--- src/rtl/cpu_pkg.sv ---
// Shared constants for the CPU performance monitor: FSM encoding, readout selects,
// and the default counter width.
package cpu_pkg;

    localparam int CNT_W_DEF = 32;

    typedef enum logic [1:0] {
        ST_IDLE = 2'd0,
        ST_RUN  = 2'd1,
        ST_HALT = 2'd2
    } state_e;

    localparam logic [1:0] SEL_CYCLE  = 2'd0;
    localparam logic [1:0] SEL_STALL  = 2'd1;
    localparam logic [1:0] SEL_FLUSH  = 2'd2;
    localparam logic [1:0] SEL_RETIRE = 2'd3;

endpackage

--- src/rtl/perf_monitor_sat_counter.sv ---
// Saturating up-counter with synchronous clear; holds at all-ones instead of wrapping.
module sat_counter
    import cpu_pkg::*;
#(
    parameter int W = CNT_W_DEF
) (
    input  logic         clk_i,
    input  logic         rst_i,
    input  logic         clr_i,
    input  logic         inc_i,
    output logic [W-1:0] cnt_o
);

    logic [W-1:0] cnt_q, cnt_d;

    always_comb begin
        cnt_d = cnt_q;
        if (clr_i) begin
            cnt_d = '0;
        end else if (inc_i && (cnt_q != '1)) begin
            cnt_d = cnt_q + W'(1);
        end
    end

    always_ff @(posedge clk_i or posedge rst_i) begin
        if (rst_i) begin
            cnt_q <= '0;
        end else begin
            cnt_q <= cnt_d;
        end
    end

    assign cnt_o = cnt_q;

endmodule

--- src/rtl/perf_monitor.sv ---
// Pipeline performance monitor: counts cycles, load-use stalls, flushes and retires
// up to a cycle budget, with a coherent snapshot/readout port.
module perf_monitor
    import cpu_pkg::*;
#(
    parameter int CNT_W       = CNT_W_DEF,
    parameter int CYCLE_LIMIT = 30
) (
    input  logic             clk_i,
    input  logic             rst_i,
    input  logic             start_i,
    input  logic             clear_i,
    input  logic             stall_i,
    input  logic             jump_i,
    input  logic             branch_i,
    input  logic             flush_i,
    input  logic             retire_i,
    input  logic [31:0]      pc_i,
    input  logic             snap_i,
    input  logic [1:0]       rd_sel_i,
    output logic [CNT_W-1:0] rdata_o,
    output logic             rvalid_o,
    output logic             halt_o,
    output logic [31:0]      halt_pc_o,
    output logic [1:0]       state_o
);

    state_e           state_q, state_d;
    logic [CNT_W-1:0] cnt      [4];
    logic [CNT_W-1:0] shadow_q [4];
    logic [CNT_W-1:0] shadow_d [4];
    logic [CNT_W-1:0] rdata_q, rdata_d;
    logic             rvalid_q, rvalid_d;
    logic             halt_q, halt_d;
    logic [31:0]      halt_pc_q, halt_pc_d;
    logic [3:0]       inc;
    logic             run_en;
    logic             at_limit;

    // Counting needs both the RUN state and a live start; a dropped start is a pause.
    assign run_en   = (state_q == ST_RUN) && start_i;
    assign at_limit = (64'(cnt[0]) == 64'(CYCLE_LIMIT - 1));

    assign inc[0] = run_en;
    assign inc[1] = run_en && stall_i && !jump_i && !branch_i;
    assign inc[2] = run_en && flush_i;
    assign inc[3] = run_en && retire_i;

    for (genvar g = 0; g < 4; g++) begin : g_cnt
        sat_counter #(.W(CNT_W)) u_cnt (
            .clk_i (clk_i),
            .rst_i (rst_i),
            .clr_i (clear_i),
            .inc_i (inc[g]),
            .cnt_o (cnt[g])
        );
    end

    always_comb begin
        state_d   = state_q;
        halt_d    = halt_q;
        halt_pc_d = halt_pc_q;
        rvalid_d  = 1'b0;
        for (int i = 0; i < 4; i++) shadow_d[i] = shadow_q[i];

        if (clear_i) begin
            state_d   = start_i ? ST_RUN : ST_IDLE;
            halt_d    = 1'b0;
            halt_pc_d = '0;
            for (int i = 0; i < 4; i++) shadow_d[i] = '0;
        end else begin
            case (state_q)
                ST_IDLE: if (start_i) state_d = ST_RUN;
                ST_RUN: begin
                    if (!start_i) begin
                        state_d = ST_IDLE;
                    end else if (at_limit) begin
                        state_d   = ST_HALT;
                        halt_d    = 1'b1;
                        halt_pc_d = pc_i;
                    end
                end
                ST_HALT: state_d = ST_HALT;
                default: state_d = ST_IDLE;
            endcase
            // Shadows take pre-increment counts so the four values are coherent.
            if (snap_i) begin
                for (int i = 0; i < 4; i++) shadow_d[i] = cnt[i];
                rvalid_d = 1'b1;
            end
        end

        case (rd_sel_i)
            SEL_CYCLE: rdata_d = shadow_d[0];
            SEL_STALL: rdata_d = shadow_d[1];
            SEL_FLUSH: rdata_d = shadow_d[2];
            default:   rdata_d = shadow_d[3];
        endcase
    end

    always_ff @(posedge clk_i or posedge rst_i) begin
        if (rst_i) begin
            state_q   <= ST_IDLE;
            halt_q    <= 1'b0;
            halt_pc_q <= '0;
            rvalid_q  <= 1'b0;
            rdata_q   <= '0;
            for (int i = 0; i < 4; i++) shadow_q[i] <= '0;
        end else begin
            state_q   <= state_d;
            halt_q    <= halt_d;
            halt_pc_q <= halt_pc_d;
            rvalid_q  <= rvalid_d;
            rdata_q   <= rdata_d;
            for (int i = 0; i < 4; i++) shadow_q[i] <= shadow_d[i];
        end
    end

    assign rdata_o   = rdata_q;
    assign rvalid_o  = rvalid_q;
    assign halt_o    = halt_q;
    assign halt_pc_o = halt_pc_q;
    assign state_o   = state_q;

endmodule

--- config.mk ---
export PLATFORM = sky130hd
export DESIGN_NAME = perf_monitor
export DESIGN_NICKNAME = d
export VERILOG_FILES = /design/src/rtl/cpu_pkg.sv /design/src/rtl/perf_monitor_sat_counter.sv /design/src/rtl/perf_monitor.sv
export SDC_FILE = /design/constraint.sdc
export NUM_CORES = 1
export LEC_CHECK = 0
export BUFFER_PORTS_ARGS = -buffer_cell sky130_fd_sc_hd__buf_4
export CAP_MARGIN = 15
export CORE_MARGIN = 2
export CORE_UTILIZATION = 25
export DETAILED_ROUTE_END_ITERATION = 12
export PLACE_DENSITY = 0.44
export RECOVER_POWER = 50
export REMOVE_ABC_BUFFERS = 1
export SYNTH_ARGS = -nofsm -noshare
export SYNTH_HDL_FRONTEND = slang
export SYNTH_HIERARCHICAL = 1
export SYNTH_SLANG_ARGS = --single-unit
--- constraint.sdc ---
create_clock -name clk_i -period 7.9 [get_ports clk_i]
set_input_delay 1.58 -clock clk_i [delete_from_list [all_inputs] [get_ports clk_i]]
set_output_delay 1.58 -clock clk_i [all_outputs]
set_load 0.005 [all_outputs]
; After elaboration in Yosys (flattened, before gate mapping)
; Cells that the tools add are included.
; Widths: inputs -> output; s select.
[classes]
div_mod_pow = 0
multipliers = 0
shifts = 0
n_addsub = 4
muxes = 27
bitwise = 0
n_reduce_logical = 23
n_eq_ne = 11
order_cmp = 0
[op_table]
columns = operator, n
row1 = $mux 32, 12
row2 = $mux 128, 2
row3 = $add 32x1->32 const B, 4
row4 = $ne 32x32->1 const B, 4
row5 = $pmux 32 s3, 1
row6 = $eq 32x5->1 const B, 1
row7 = $reduce_bool 2->1, 7
row8 = $logic_and 1x1->1, 10
row9 = $mux 2, 4
row10 = $mux 1, 7
row11 = $pmux 2 s3, 1
row12 = $eq 2x1->1 const B, 2
row13 = $eq 2x2->1 const B, 2
row14 = $logic_not 2->1, 2
row15 = $ne 4x4->1 const B, 1
row16 = $ne 3x3->1 const B, 1
row17 = $reduce_and 3->1, 1
row18 = $logic_not 1->1, 2
row19 = $reduce_and 2->1, 1
[totals]
latch_bits = 0
n_memories = 0
rom_bits = 0
in_bits = 44
regBits = 324
mem_bits_rw = 0
word_cells = 78
out_inout_bits = 68

; Longest topological paths before layout
; Gate-level depths: netlist of run 1.
[depth]
word_depth = 8
depth_mapped = 10
mapped_depth_nobuf = 9

; Modules after synthesis
; Netlist of run 1, hierarchy kept.
[modules_own_cells]
columns = mod, n_inst, cells_each, area_per_inst_um2
row1 = perf_monitor, 1, 655, 8439.3
row2 = sat_counter (g_cnt[0].u_cnt ...), 3, 186, 1740.4
row3 = sat_counter (g_cnt[3].u_cnt), 1, 195, 1826.8

; Worst setup path after synthesis of run 1
; No wires, ideal clock.
[synth_path]
path_type = input to register
startpoint = input start_i
endpoint = register g_cnt[1].u_cnt.cnt_q[19]
arrival_ns = 3.542
stages = 8
path_slack_ns = 4.280
setup_time_ns = 0.078
path_cell_list = nand3_1 nor4b_1 nand4_1 nor3_1 o311ai_1 buf_2 or4_1 a21oi_1
[synth_between]
elab_chain_cells = 6
[synth_lines]
columns = item, line
row1 = from (decl), perf_monitor.sv:11  ; input logic start_i,
row2 = $logic_and 1x1->1, perf_monitor.sv:41  ; assign run_en = (state_q == ST_RUN) && start_i;
row3 = $logic_and 1x1->1 (3 in a row), perf_monitor.sv:45  ; assign inc[1] = run_en && stall_i && !jump_i && !branch_i;
row4 = net inc[1], perf_monitor.sv:36  ; logic [3:0] inc;
row5 = $logic_and 1x1->1, perf_monitor_sat_counter.sv:20  ; end else if (inc_i && (cnt_q != '1)) begin
row6 = $reduce_bool 2->1 (no source line), -
row7 = to (signal assigned), perf_monitor_sat_counter.sv:29  ; cnt_q <= cnt_d;
row8 = to (decl), perf_monitor_sat_counter.sv:14  ; logic [W-1:0] cnt_q, cnt_d;
; The timed path passes the listed nets, and every way through them passes these cells.
; A chain may end at the register's enable or synchronous reset.

; Final worst setup path of run 1
[layout_path]
startpoint = input start_i
endpoint = register g_cnt[1].u_cnt.cnt_q[27]
; The elaborated chain is that of the path after synthesis.

==> metrics, run 1 <==
Hold Slack 0.496 ns; per-instance average area after synthesis ~11 um^2; cell type with the largest total area after synthesis sky130_fd_sc_hd__dfrtp_1; final count of hold timing violations 0; Setup TNS 0 ns; Post-synth ARST share 100%; global-route wire length before repair 67900 um; share of synthesized area occupied by flip-flops and latches about 52%; skew final ~0.018 ns; Slew headroom -27.2%; count of distinct cell types in the synthesized netlist just over 50; number of flops mapped to enable cells by yosys 0; category of the critical setup timing path in2reg; number of warning messages in the yosys log 6; met3 Usage GRT under 10%; crit path launch type input pin; Skew-Pair Late Insertion Delay 0.56 ns; worst hold path depth 1; clock slew at reported path FFs 0.06 ns; MaxCap Viol Count 1; required time worst endpoint roughly 8.4 ns; FF-to-FF End g_cnt[1].u_cnt/cnt_o[27]; total congestion overflow after global routing 0; total number of vias 11300; Placement Setup Slack about 3.4 ns; Horiz. Die Dim ~250 um; CORE AREA 0.0615 mm^2; RSZ-0062 raised after global routing no; mean number of vias per cell 4.90; synthesized flop and latch total 324; final setup violating endpoints 0; vias in the first global route 11200; CTS-repair resized insts 0; number of instances in the synthesized netlist 1408; number of antenna diodes 0; cells taking the most area after synthesis sky130_fd_sc_hd__dfrtp_1, sky130_fd_sc_hd__mux2i_1, sky130_fd_sc_hd__mux4_2; slack of the worst reg-to-reg path 4.54 ns; share of cells above drive strength 1 15.6%; status complete, but fails checks; failing checks max-capacitance violations, max-slew violations; Starting Density about a quarter; power density over cell area 200 mW/mm^2; First DRT Iteration DRCs 837; crit path setup slack, layout 3.91 ns; Leakage 7.89 nW; transition at the pin with the smallest max-transition slack 1.91 ns; net count reported at finish 1544; largest fanout on the critical path 15; antenna violations before repair 1; GR Util met1 a little under a fifth; top cells by count, synth sky130_fd_sc_hd__dfrtp_1, sky130_fd_sc_hd__nor2_1, sky130_fd_sc_hd__mux2i_1, sky130_fd_sc_hd__nand2_1, sky130_fd_sc_hd__a21oi_1; worst voltage drop across the vdd grid 0.127 mV; most instantiated library cell after synthesis sky130_fd_sc_hd__dfrtp_1; CTS tree built; estimated wirelength of the detail-placed design 28500 um; worst min path class reg2reg; area enclosed by the die boundary 0.0640 mm^2; final routed wirelength across all metal layers 42500 um; Residual DRC 0; buffers from clock root to sink, at most 3; residual antenna-violating net count after detailed routing 0; placement row count 91; end of the worst hold path halt_o; total clock buffers created by CTS 39; non-filler cells in the finished layout 2314; area of the mapped netlist 0.0155 mm^2; worst flop-to-flop path startpoint state_o[1]; Tcrit/Tclk final roughly 51%; critical path launch point start_i; # hold bufs at CTS 0; Final min period 3.99 ns; clock sink count approximately 320; count of pins on the block boundary 112; Most used DFF post-synth sky130_fd_sc_hd__dfrtp_1; weighted congestion reported at the end of routability-driven placement between 0.7 and 0.8; Tot GR Track Use a little over an eighth; buffers inserted by post-CTS timing repair 0; Worst Min Path Start halt_o; element type at the critical path end flip-flop; growth of design area from synthesis to finish 17.8%; CP Data Arrival Time 4.45 ns; first-pass iteration count of the detailed router 5; maximum level of the CTS H-tree 2; number of cells after detailed placement roughly 2200; area share of the largest cell type after synthesis between 50% and 60%; Max Fclk 0.251 GHz; die height 253 um; root buffer cell sky130_fd_sc_hd__clkbuf_16; largest net degree at the start of global routing around 150; met2 Resource Use GR 21.6%; Final Max Slew Viols 33; global routing's busiest layer met2; total of buffers placed on input and output ports ~110; wire per inst 18.4 um; depth of the worst register-to-register path 9
metal layers:
layer | part of all wire [%] | vias to the layer above
met5 | 0 | -
met4 | 2.0 | 0
met3 | 3.9 | 55
met2 | 47 | 206
met1 | 47 | 5700
li1 | - | 5371
cell usage in the layout (no fill, tap or decap), drive strengths merged, types with 7 or more instances in the layout:
| cell | n |
|---|---|
| dfrtp | 324 |
| nor2 | 167 |
| mux2i | 164 |
| clkbuf | 113 |
| nand2 | 108 |
| a21oi | 99 |
| buf | 69 |
| or4 | 55 |
| o31ai | 54 |
| or3 | 50 |
| o21ai | 47 |
| nand3 | 41 |
| inv | 36 |
| nand4 | 33 |
| mux4 | 32 |
| nor4 | 21 |
| and4 | 13 |
| xnor2 | 11 |
| xor2 | 10 |
| and3 | 9 |
| nor3 | 9 |
| and2 | 7 |
| clkinv | 7 |
worst max-delay path, cell delays in order:
cell                       delay (ns)
sky130_fd_sc_hd__buf_4           0.08
sky130_fd_sc_hd__nand3_1         0.14
sky130_fd_sc_hd__nor4b_1         0.91
sky130_fd_sc_hd__nand4_1         0.38
sky130_fd_sc_hd__nor3_1          0.32
sky130_fd_sc_hd__o311ai_1        0.14
sky130_fd_sc_hd__buf_4           0.21
sky130_fd_sc_hd__or4_1           0.51
sky130_fd_sc_hd__a21oi_1         0.16
flip-flops by register name, indices dropped and copies added, names as in the netlist:
| signal | count |
|---|---|
| g_cnt.u_cnt/cnt_o | 128 |
| shadow_q | 128 |
| halt_pc_o | 32 |
| rdata_o | 32 |
| state_o | 2 |
| halt_o | 1 |
| rvalid_o | 1 |
final cells by class:
| type | instances | area, um^2 |
|---|---|---|
| repair buffers | 124 | 928 |
| clock inverters | 11 | 145 |
| fillers | 6329 | 43200 |
| well taps | 790 | 988 |
| clock buffers | 58 | 1170 |
| flip-flops and latches | 324 | 8110 |
| multi-input cells | 972 | 6770 |
| inverters | 35 | 139 |
through the flow:
step / power (mW) / instance area, um^2 / utilization, %
after floorplan: 1.76 / 15000 / -
after global placement: 1.85 / 16900 / 27.6
after detailed placement: 1.85 / 16900 / 27.6
after CTS: 3.74 / 18300 / 29.7
after global routing: 3.81 / 18300 / 29.7
final: 3.66 / 18300 / 29.7
worst max path at each step:
| stage | end | slack [ns] | depth (start not counted) |
|---|---|---|---|
| final | g_cnt[1].u_cnt/cnt_o[27] | 3.91 | 9 |
| after global routing | g_cnt[1].u_cnt/cnt_o[27] | 3.63 | 9 |
| after CTS | g_cnt[1].u_cnt/cnt_o[27] | 3.97 | 9 |
| after detailed placement | g_cnt[1].u_cnt/cnt_o[27] | 3.40 | 9 |
| after global placement | g_cnt[1].u_cnt/cnt_o[27] | 3.51 | 9 |
| after floorplan | halt_o | 0.98 | 1 |
cell families (layout without fill, tap and decap cells):
logic type	Yosys count	count (layout)	synth area share, %
multiplexers	197	197	15.3
XOR/XNOR	21	21	1.19
AO/OA/AOI/OAI	231	231	9.23
buffers and inverters	112	228	3.95
adder cells (fa/ha/maj)	4	4	0.323
AND/OR/NAND/NOR	519	519	17.6
flip-flops	324	324	52.4
report_power, final:
group	internal, mW	switching, mW
combinational	0.0439	0.103
sequential	1.66	0.00382
clock	1.12	0.724
total	2.83	0.830
(Power assumes the default switching activity.)
==> run 2, diff against run 1 <==
--- a/config.mk
+++ b/config.mk
@@ -5,12 +5,13 @@
 export SDC_FILE = /design/constraint.sdc
 export NUM_CORES = 1
 export LEC_CHECK = 0
+export ABC_AREA = 1
 export BUFFER_PORTS_ARGS = -buffer_cell sky130_fd_sc_hd__buf_4
 export CAP_MARGIN = 15
 export CORE_MARGIN = 2
 export CORE_UTILIZATION = 25
 export DETAILED_ROUTE_END_ITERATION = 12
-export PLACE_DENSITY = 0.44
+export PLACE_DENSITY = 0.45
 export RECOVER_POWER = 50
 export REMOVE_ABC_BUFFERS = 1
 export SYNTH_ARGS = -nofsm -noshare
==> constraint.sdc (replaced) <==
create_clock -name clk_i -period 3.4 [get_ports clk_i]
set_input_delay 0.68 -clock clk_i [delete_from_list [all_inputs] [get_ports clk_i]]
set_output_delay 0.68 -clock clk_i [all_outputs]
set_load 0.005 [all_outputs]
==> metrics, run 2 <==
Post-synth ARST share 100% (unchanged); status complete, but fails checks; final setup violating endpoints 0 (unchanged); non-filler cells in the finished layout 3541 (+53%); clock slew at reported path FFs 0.05 ns (about the same); total congestion overflow after global routing 0 (unchanged); count of filler cells inserted in the layout 7983 (+26%); routed metal-1 wire length 27700 um (+39%); required time worst endpoint 3.81 ns (-4.55 ns); Final min period 2.59 ns; final count of hold timing violations 0 (unchanged); failing checks max-capacitance violations, max-slew violations; Post-Route Utilization 29.2% (-0.49 points); Starting Density 25.2% (-0.038 points); antenna violations before repair 0 (-1); buffers inserted by post-CTS timing repair 0 (unchanged); count of pins on the block boundary 112 (unchanged); met2 WL post-DR 29200 um (+46%); footprint of the multi-input gates 0.00875 mm^2 (+29%); final routed wirelength across all metal layers 60100 um (+41%); Residual DRC 0 (unchanged); overall power 8.79 mW (+140%); Leakage 10.3 nW (+30%); maximum level of the CTS H-tree 2 (unchanged); transition at the pin with the smallest max-transition slack 2.04 ns (+0.131 ns); CTS tree built; per-instance average area after synthesis 7.37 um^2 (-33%); worst voltage drop across the vdd grid 0.289 mV (+130%); crit path launch type input pin; global-route wire length before repair 94600 um (+39%); cell area after layout 0.0212 mm^2 (+16%); Tot GR Track Use 16.0% (+2.6 points); synthesized flop and latch total 324 (unchanged); number of cells after detailed placement 3471 (+55%); net count reported at finish 2604 (+69%); category of the critical setup timing path in2reg; Most used DFF post-synth sky130_fd_sc_hd__dfrtp_1; Skew-Pair Late Insertion Delay 0.58 ns (+0.02 ns); First DRT Iteration DRCs 1286 (+54%); mean number of vias per cell 4.66 (-4.8%); largest fanout on the critical path 109 (+94); length of routed met3 wiring 1980 um (+20%); dpl cell area 0.0200 mm^2 (+18%); share of cells above drive strength 1 15.9% (+0.33 points); clock sink count 324 (unchanged); cells taking the most area after synthesis sky130_fd_sc_hd__dfrtp_1, sky130_fd_sc_hd__nand2_1, sky130_fd_sc_hd__nor2_1; cell type with the largest total area after synthesis sky130_fd_sc_hd__dfrtp_1; die height 274 um (+8.4%); vias in the first global route 16100 (+43%); top cells by count, synth sky130_fd_sc_hd__nand2_1, sky130_fd_sc_hd__dfrtp_1, sky130_fd_sc_hd__nor2_1, sky130_fd_sc_hd__inv_1, sky130_fd_sc_hd__nand3_1; count of distinct cell types in the synthesized netlist 36 (-29%); CORE AREA 0.0726 mm^2 (+18%); area share of the largest cell type after synthesis 44.4% (-7.9 points); most frequent cells in the layout sky130_fd_sc_hd__nand2_1, sky130_fd_sc_hd__dfrtp_1, sky130_fd_sc_hd__nor2_1, sky130_fd_sc_hd__inv_1, sky130_fd_sc_hd__nand3_1; weighted congestion reported at the end of routability-driven placement 0.847 (+12%); Tcrit/Tclk final 76.2%; number of flops mapped to enable cells by yosys 0 (unchanged); estimated wirelength of the detail-placed design 42300 um (+48%); footprint of the flip-flops and latches 0.00811 mm^2 (unchanged); Slew headroom -35.9% (-8.8 points); total number of vias 16500 (+46%); area enclosed by the die boundary 0.0752 mm^2 (+18%); buffers from clock root to sink, at most 3 (unchanged); wire per inst 17.0 um (-7.6%); element type at the critical path end flip-flop; most instantiated library cell after synthesis sky130_fd_sc_hd__nand2_1; share of synthesized area occupied by flip-flops and latches 44.4% (-7.9 points); MaxCap Viol Count 3 (+2); total of buffers placed on input and output ports 111 (unchanged); placement row count 99 (+8.8%); highest routed layer met4; worst min path class in2reg; power density over cell area 415 mW/mm^2 (+110%); root buffer cell sky130_fd_sc_hd__clkbuf_16; CTS-repair resized insts 0 (unchanged); Horiz. Die Dim 274 um (+8.4%); number of warning messages in the yosys log 6 (unchanged); growth of design area from synthesis to finish 16.1%; residual antenna-violating net count after detailed routing 0 (unchanged); skew final 0.0312 ns (+0.0129 ns); total clock buffers created by CTS 42 (+7.7%); most common library cell in the layout ignoring fill and taps sky130_fd_sc_hd__nand2_1; Max Fclk just under 0.4 GHz; largest net degree at the start of global routing 110 (-29%); # hold bufs at CTS 0 (unchanged); number of instances in the synthesized netlist 2478 (+76%); Final Max Slew Viols 149 (+350%); area of the mapped netlist 0.0183 mm^2 (+18%); CP Data Arrival Time 3.00 ns (-1.45 ns); RSZ-0062 raised after global routing no; number of antenna diodes 0 (unchanged); first-pass iteration count of the detailed router 7 (+2)
==> run 2: cell types whose count changed after synthesis, sizes merged, moves of 50 or more <==
cell   before  now
or2         1  143
or3        50    0
or4        55    0
nand4      33  116
and3        9   64
o31ai      54    0
inv        35  206
mux2i     164    0
nor2      167  342
a21oi      99   44
nand2     108  820
nand3      41  155
==> run 2: worst paths after layout <==
path                               start                        to  slack, ns  cells past startpoint
max reg2reg                   state_o[1]  g_cnt[1].u_cnt/cnt_o[30]       1.11                     10
min                              pc_i[2]              halt_pc_o[2]       0.35                      3
max in group asynchronous          rst_i              shadow_q[88]       1.08                      3
min reg2reg                halt_pc_o[19]             halt_pc_o[19]       0.50                      2
min in group asynchronous          rst_i  g_cnt[3].u_cnt/cnt_o[16]       0.44                      2
max                               snap_i               rdata_o[17]       0.81                      6
==> run 2: per-layer routing <==
layer  up-vias  track usage (%)
met3        78             1.59
met4         0             4.41
li1       8089                -
met2       289             26.7
met1      8056             21.9
met5         -                0
==> run 2: cell families after synthesis <==
kind of cell	count (synthesis)	synth area share, %
and+or+nand+nor	1661	41.5
DFF	324	44.4
AOI/OAI and AO/OA	156	5.52
xor gates and xnor gates	16	0.768
adders and majority gates	4	0.274
buffers and inverters	317	7.56
==> run 2: final cells by class <==
cell class / instances / area share (%)
clock inverters: 10 / 0.342
inverters: 210 / 3.75
flip-flops and latches: 324 / 38.3
clock buffers: 60 / 5.47
repair buffers: 141 / 5.23
well taps: 959 / 5.66
multi-input cells: 1837 / 41.3
==> run 2: where the power goes <==
part           internal [mW]  total, mW  switching [mW]
logic                  0.223      0.700           0.478
clock network           2.36       4.12            1.76
registers               3.94       3.97          0.0316
==> run 2: through the flow <==
step           setup slack [ns]  hold WS [ns]  setup TNS [ns]
2_1_floorplan             -2.62         0.482         -513.64
3_3_place_gp              0.853         0.491               0
3_5_place_dp              0.792         0.489               0
4_1_cts                    1.08         0.234               0
5_1_grt                   0.639         0.342               0
6_report                  0.809         0.348               0
==> run 2: critical path, stage by stage <==
cell and delay (ns):
sky130_fd_sc_hd__clkbuf_1 1.02, sky130_fd_sc_hd__inv_1 0.21, sky130_fd_sc_hd__buf_12 0.30, sky130_fd_sc_hd__or2_2 0.37
sky130_fd_sc_hd__nand4_1 0.20, sky130_fd_sc_hd__o2111ai_1 0.16
==> run 3, diff against run 2 <==
--- a/config.mk
+++ b/config.mk
@@ -11,7 +11,7 @@
 export CORE_MARGIN = 2
 export CORE_UTILIZATION = 25
 export DETAILED_ROUTE_END_ITERATION = 12
-export PLACE_DENSITY = 0.45
+export PLACE_DENSITY = 0.44
 export RECOVER_POWER = 50
 export REMOVE_ABC_BUFFERS = 1
 export SYNTH_ARGS = -nofsm -noshare
==> constraint.sdc (replaced) <==
create_clock -name clk_i -period 2.4 [get_ports clk_i]
set_input_delay 0.48 -clock clk_i [delete_from_list [all_inputs] [get_ports clk_i]]
set_output_delay 0.48 -clock clk_i [all_outputs]
set_load 0.005 [all_outputs]
==> metrics, run 3 (same netlist as run 2, synthesis figures left out) <==
dpl cell area 0.0203 mm^2 (+1.4%); crit path setup slack, layout 0.299 ns (-0.509 ns); area enclosed by the die boundary 0.0752 mm^2 (unchanged); Psw 3.28 mW (+45%); failing checks max-capacitance violations, max-slew violations; count of filler cells inserted in the layout 7890 (-1.2%); footprint of the flip-flops and latches 0.00811 mm^2 (unchanged); power density over cell area 605 mW/mm^2 (+46%); Starting Density 25.2% (unchanged); final count of hold timing violations 0 (unchanged); final routed wirelength across all metal layers 60700 um (+0.91%); Leakage 10.5 nW (+2.3%); final setup violating endpoints 0 (unchanged); # hold bufs at CTS 0 (unchanged); Final min period 2.10 ns; MaxCap Viol Count 4 (+1); non-filler cells in the finished layout 3577 (+1.0%); power share of the clock group 49.1% (+2.3 points); switching share of power 25.0% (-0.71 points); net count reported at finish 2634 (+1.2%); First DRT Iteration DRCs 1122 (-13%); mean number of vias per cell 4.61 (-1.2%); estimated wirelength of the detail-placed design 43800 um (+3.5%); worst flop-to-flop path startpoint g_cnt[3].u_cnt/cnt_o[1]; largest net degree at the start of global routing 102 (-7.3%); vias in the first global route 16000 (-0.65%); FF-to-FF End g_cnt[3].u_cnt/cnt_o[26]; worst voltage drop across the vdd grid 0.576 mV (+99%); total number of vias 16500 (-0.18%); status complete, but fails checks; slack of the worst reg-to-reg path 0.30 ns (-0.81 ns); total congestion overflow after global routing 0 (unchanged); Comb pwr share 7.9% (about the same); cell area after layout 0.0216 mm^2 (+2.1%); CORE AREA 0.0726 mm^2 (unchanged); CTS-repair resized insts 0 (unchanged); global-route wire length before repair 94800 um (+0.16%); Horiz. Die Dim 274 um (unchanged); Final Max Slew Viols 164 (+10%); category of the critical setup timing path reg2reg; first-pass iteration count of the detailed router 5 (-2); internal cell power 9.80 mW (+50%); number of cells after detailed placement 3502 (+0.89%); skew final 0.0164 ns (-0.0148 ns); count of pins on the block boundary 112 (unchanged); transition at the pin with the smallest max-transition slack 1.89 ns (-0.152 ns); sequential group share of total power 43.0% (-2.2 points); total of buffers placed on input and output ports 111 (unchanged); CTS tree built; crit path launch type flip-flop; Tcrit/Tclk final 87.5%; clock slew at reported path FFs 0.06 ns (about the same); Tot GR Track Use 16.1% (+0.11 points); element type at the critical path end flip-flop; CP Data Arrival Time 2.60 ns (-0.40 ns); root buffer cell sky130_fd_sc_hd__clkbuf_16; clock sink count 324 (unchanged); most frequent cells in the layout sky130_fd_sc_hd__nand2_1, sky130_fd_sc_hd__dfrtp_1, sky130_fd_sc_hd__nor2_1, sky130_fd_sc_hd__inv_1, sky130_fd_sc_hd__nand3_1; critical path launch point g_cnt[3].u_cnt/cnt_o[1]; residual antenna-violating net count after detailed routing 0 (unchanged); maximum level of the CTS H-tree 2 (unchanged); die height 274 um (unchanged); footprint of the multi-input gates 0.00878 mm^2 (+0.30%); depth of the worst register-to-register path 11 (+1); wire per inst 17.0 um (-0.10%); largest fanout on the critical path 21 (-81%); required time worst endpoint 2.90 ns (-0.91 ns); weighted congestion reported at the end of routability-driven placement 0.862 (+1.8%); antenna violations before repair 2 (+2); Skew-Pair Late Insertion Delay 0.57 ns (about the same); buffers inserted by post-CTS timing repair 0 (unchanged); share of cells above drive strength 1 17.5% (+1.6 points); most common library cell in the layout ignoring fill and taps sky130_fd_sc_hd__nand2_1; number of antenna diodes 0 (unchanged); Placement Setup Slack 0.244 ns (-0.548 ns); growth of design area from synthesis to finish 18.5%; placement row count 99 (unchanged); total clock buffers created by CTS 41 (-2.4%); critical path endpoint g_cnt[3].u_cnt/cnt_o[26]; Residual DRC 0 (unchanged); buffers from clock root to sink, at most 3 (unchanged); RSZ-0062 raised after global routing no; Slew headroom -25.8% (+10 points); worst min path class in2reg; Max Fclk 0.476 GHz
run 3: changes by cell type in the layout (fill, tap and decap cells not counted), moves of 3 or more:
cell                        previous run  this run
sky130_fd_sc_hd__clkbuf_1             20        16
sky130_fd_sc_hd__a21oi_1              39        32
sky130_fd_sc_hd__bufinv_16             0         3
sky130_fd_sc_hd__buf_4               128       152
sky130_fd_sc_hd__a21oi_2               5        12
sky130_fd_sc_hd__clkbuf_8              4         9
run 3: how the worst min path moves through the flow:
stage,from,endpoint,slack (ns),cells past startpoint
final,pc_i[28],halt_pc_o[28],0.17,3
after global routing,pc_i[13],halt_pc_o[13],0.15,3
after CTS,rst_i,shadow_q[78],0.02,2
after detailed placement,halt_pc_o[17],halt_pc_o[17],0.49,2
after global placement,halt_pc_o[20],halt_pc_o[20],0.49,2
after floorplan,g_cnt[2].u_cnt/cnt_o[1],g_cnt[2].u_cnt/cnt_o[1],0.48,2
run 3: per-stage QoR:
| step | TNS (ns) | hold slack, ns | total power [mW] | utilization, % |
|---|---|---|---|---|
| final | 0 | 0.166 | 13.1 | 29.8 |
| after global placement | 0 | 0.487 | 6.77 | 28.0 |
| after detailed placement | 0 | 0.491 | 6.78 | 28.0 |
| after global routing | 0 | 0.147 | 13.6 | 29.8 |
| after floorplan | -670.44 | 0.482 | 6.23 | - |
| after CTS | 0 | 0.0180 | 13.3 | 29.9 |
run 3: worst max-delay path, cell delays in order (launching register included):
cell	delay, ns
sky130_fd_sc_hd__dfrtp_1	0.39
sky130_fd_sc_hd__ha_1	0.20
sky130_fd_sc_hd__nand2_1	0.09
sky130_fd_sc_hd__nor2_2	0.17
sky130_fd_sc_hd__nand2_4	0.13
sky130_fd_sc_hd__nor2_8	0.19
sky130_fd_sc_hd__nand2_4	0.07
sky130_fd_sc_hd__nand2_4	0.12
sky130_fd_sc_hd__nand2_4	0.11
sky130_fd_sc_hd__inv_2	0.35
sky130_fd_sc_hd__nand2_1	0.11
sky130_fd_sc_hd__nand2_1	0.08
run 3: cell type report:
type	count	area share [%]
Timing Repair Buffer	172	6.27
Multi-Input combinational cell	1837	40.6
Sequential cell	324	37.5
Clock inverter	15	0.769
Inverter	210	3.67
Clock buffer	60	5.69
Tap cell	959	5.55
run 3: power groups by stage:
stage | Clock (mW) | Combinational, mW | Sequential [mW]
final | 6.43 | 1.03 | 5.62
after global routing | 6.83 | 1.15 | 5.63
after CTS | 6.62 | 1.06 | 5.62
after detailed placement | 0 | 1.06 | 5.72
after global placement | 0 | 1.05 | 5.71
after floorplan | 0 | 0.517 | 5.71
run 3: per-layer routing:
layer / routed length (um) / up-vias / track usage [%]
li1: - / 8140 / -
met1: 27800 / 7985 / 22.0
met2: 29200 / 286 / 26.5
met3: 2330 / 72 / 2.15
met4: 1320 / 0 / 4.32
met5: 0 / - / 0
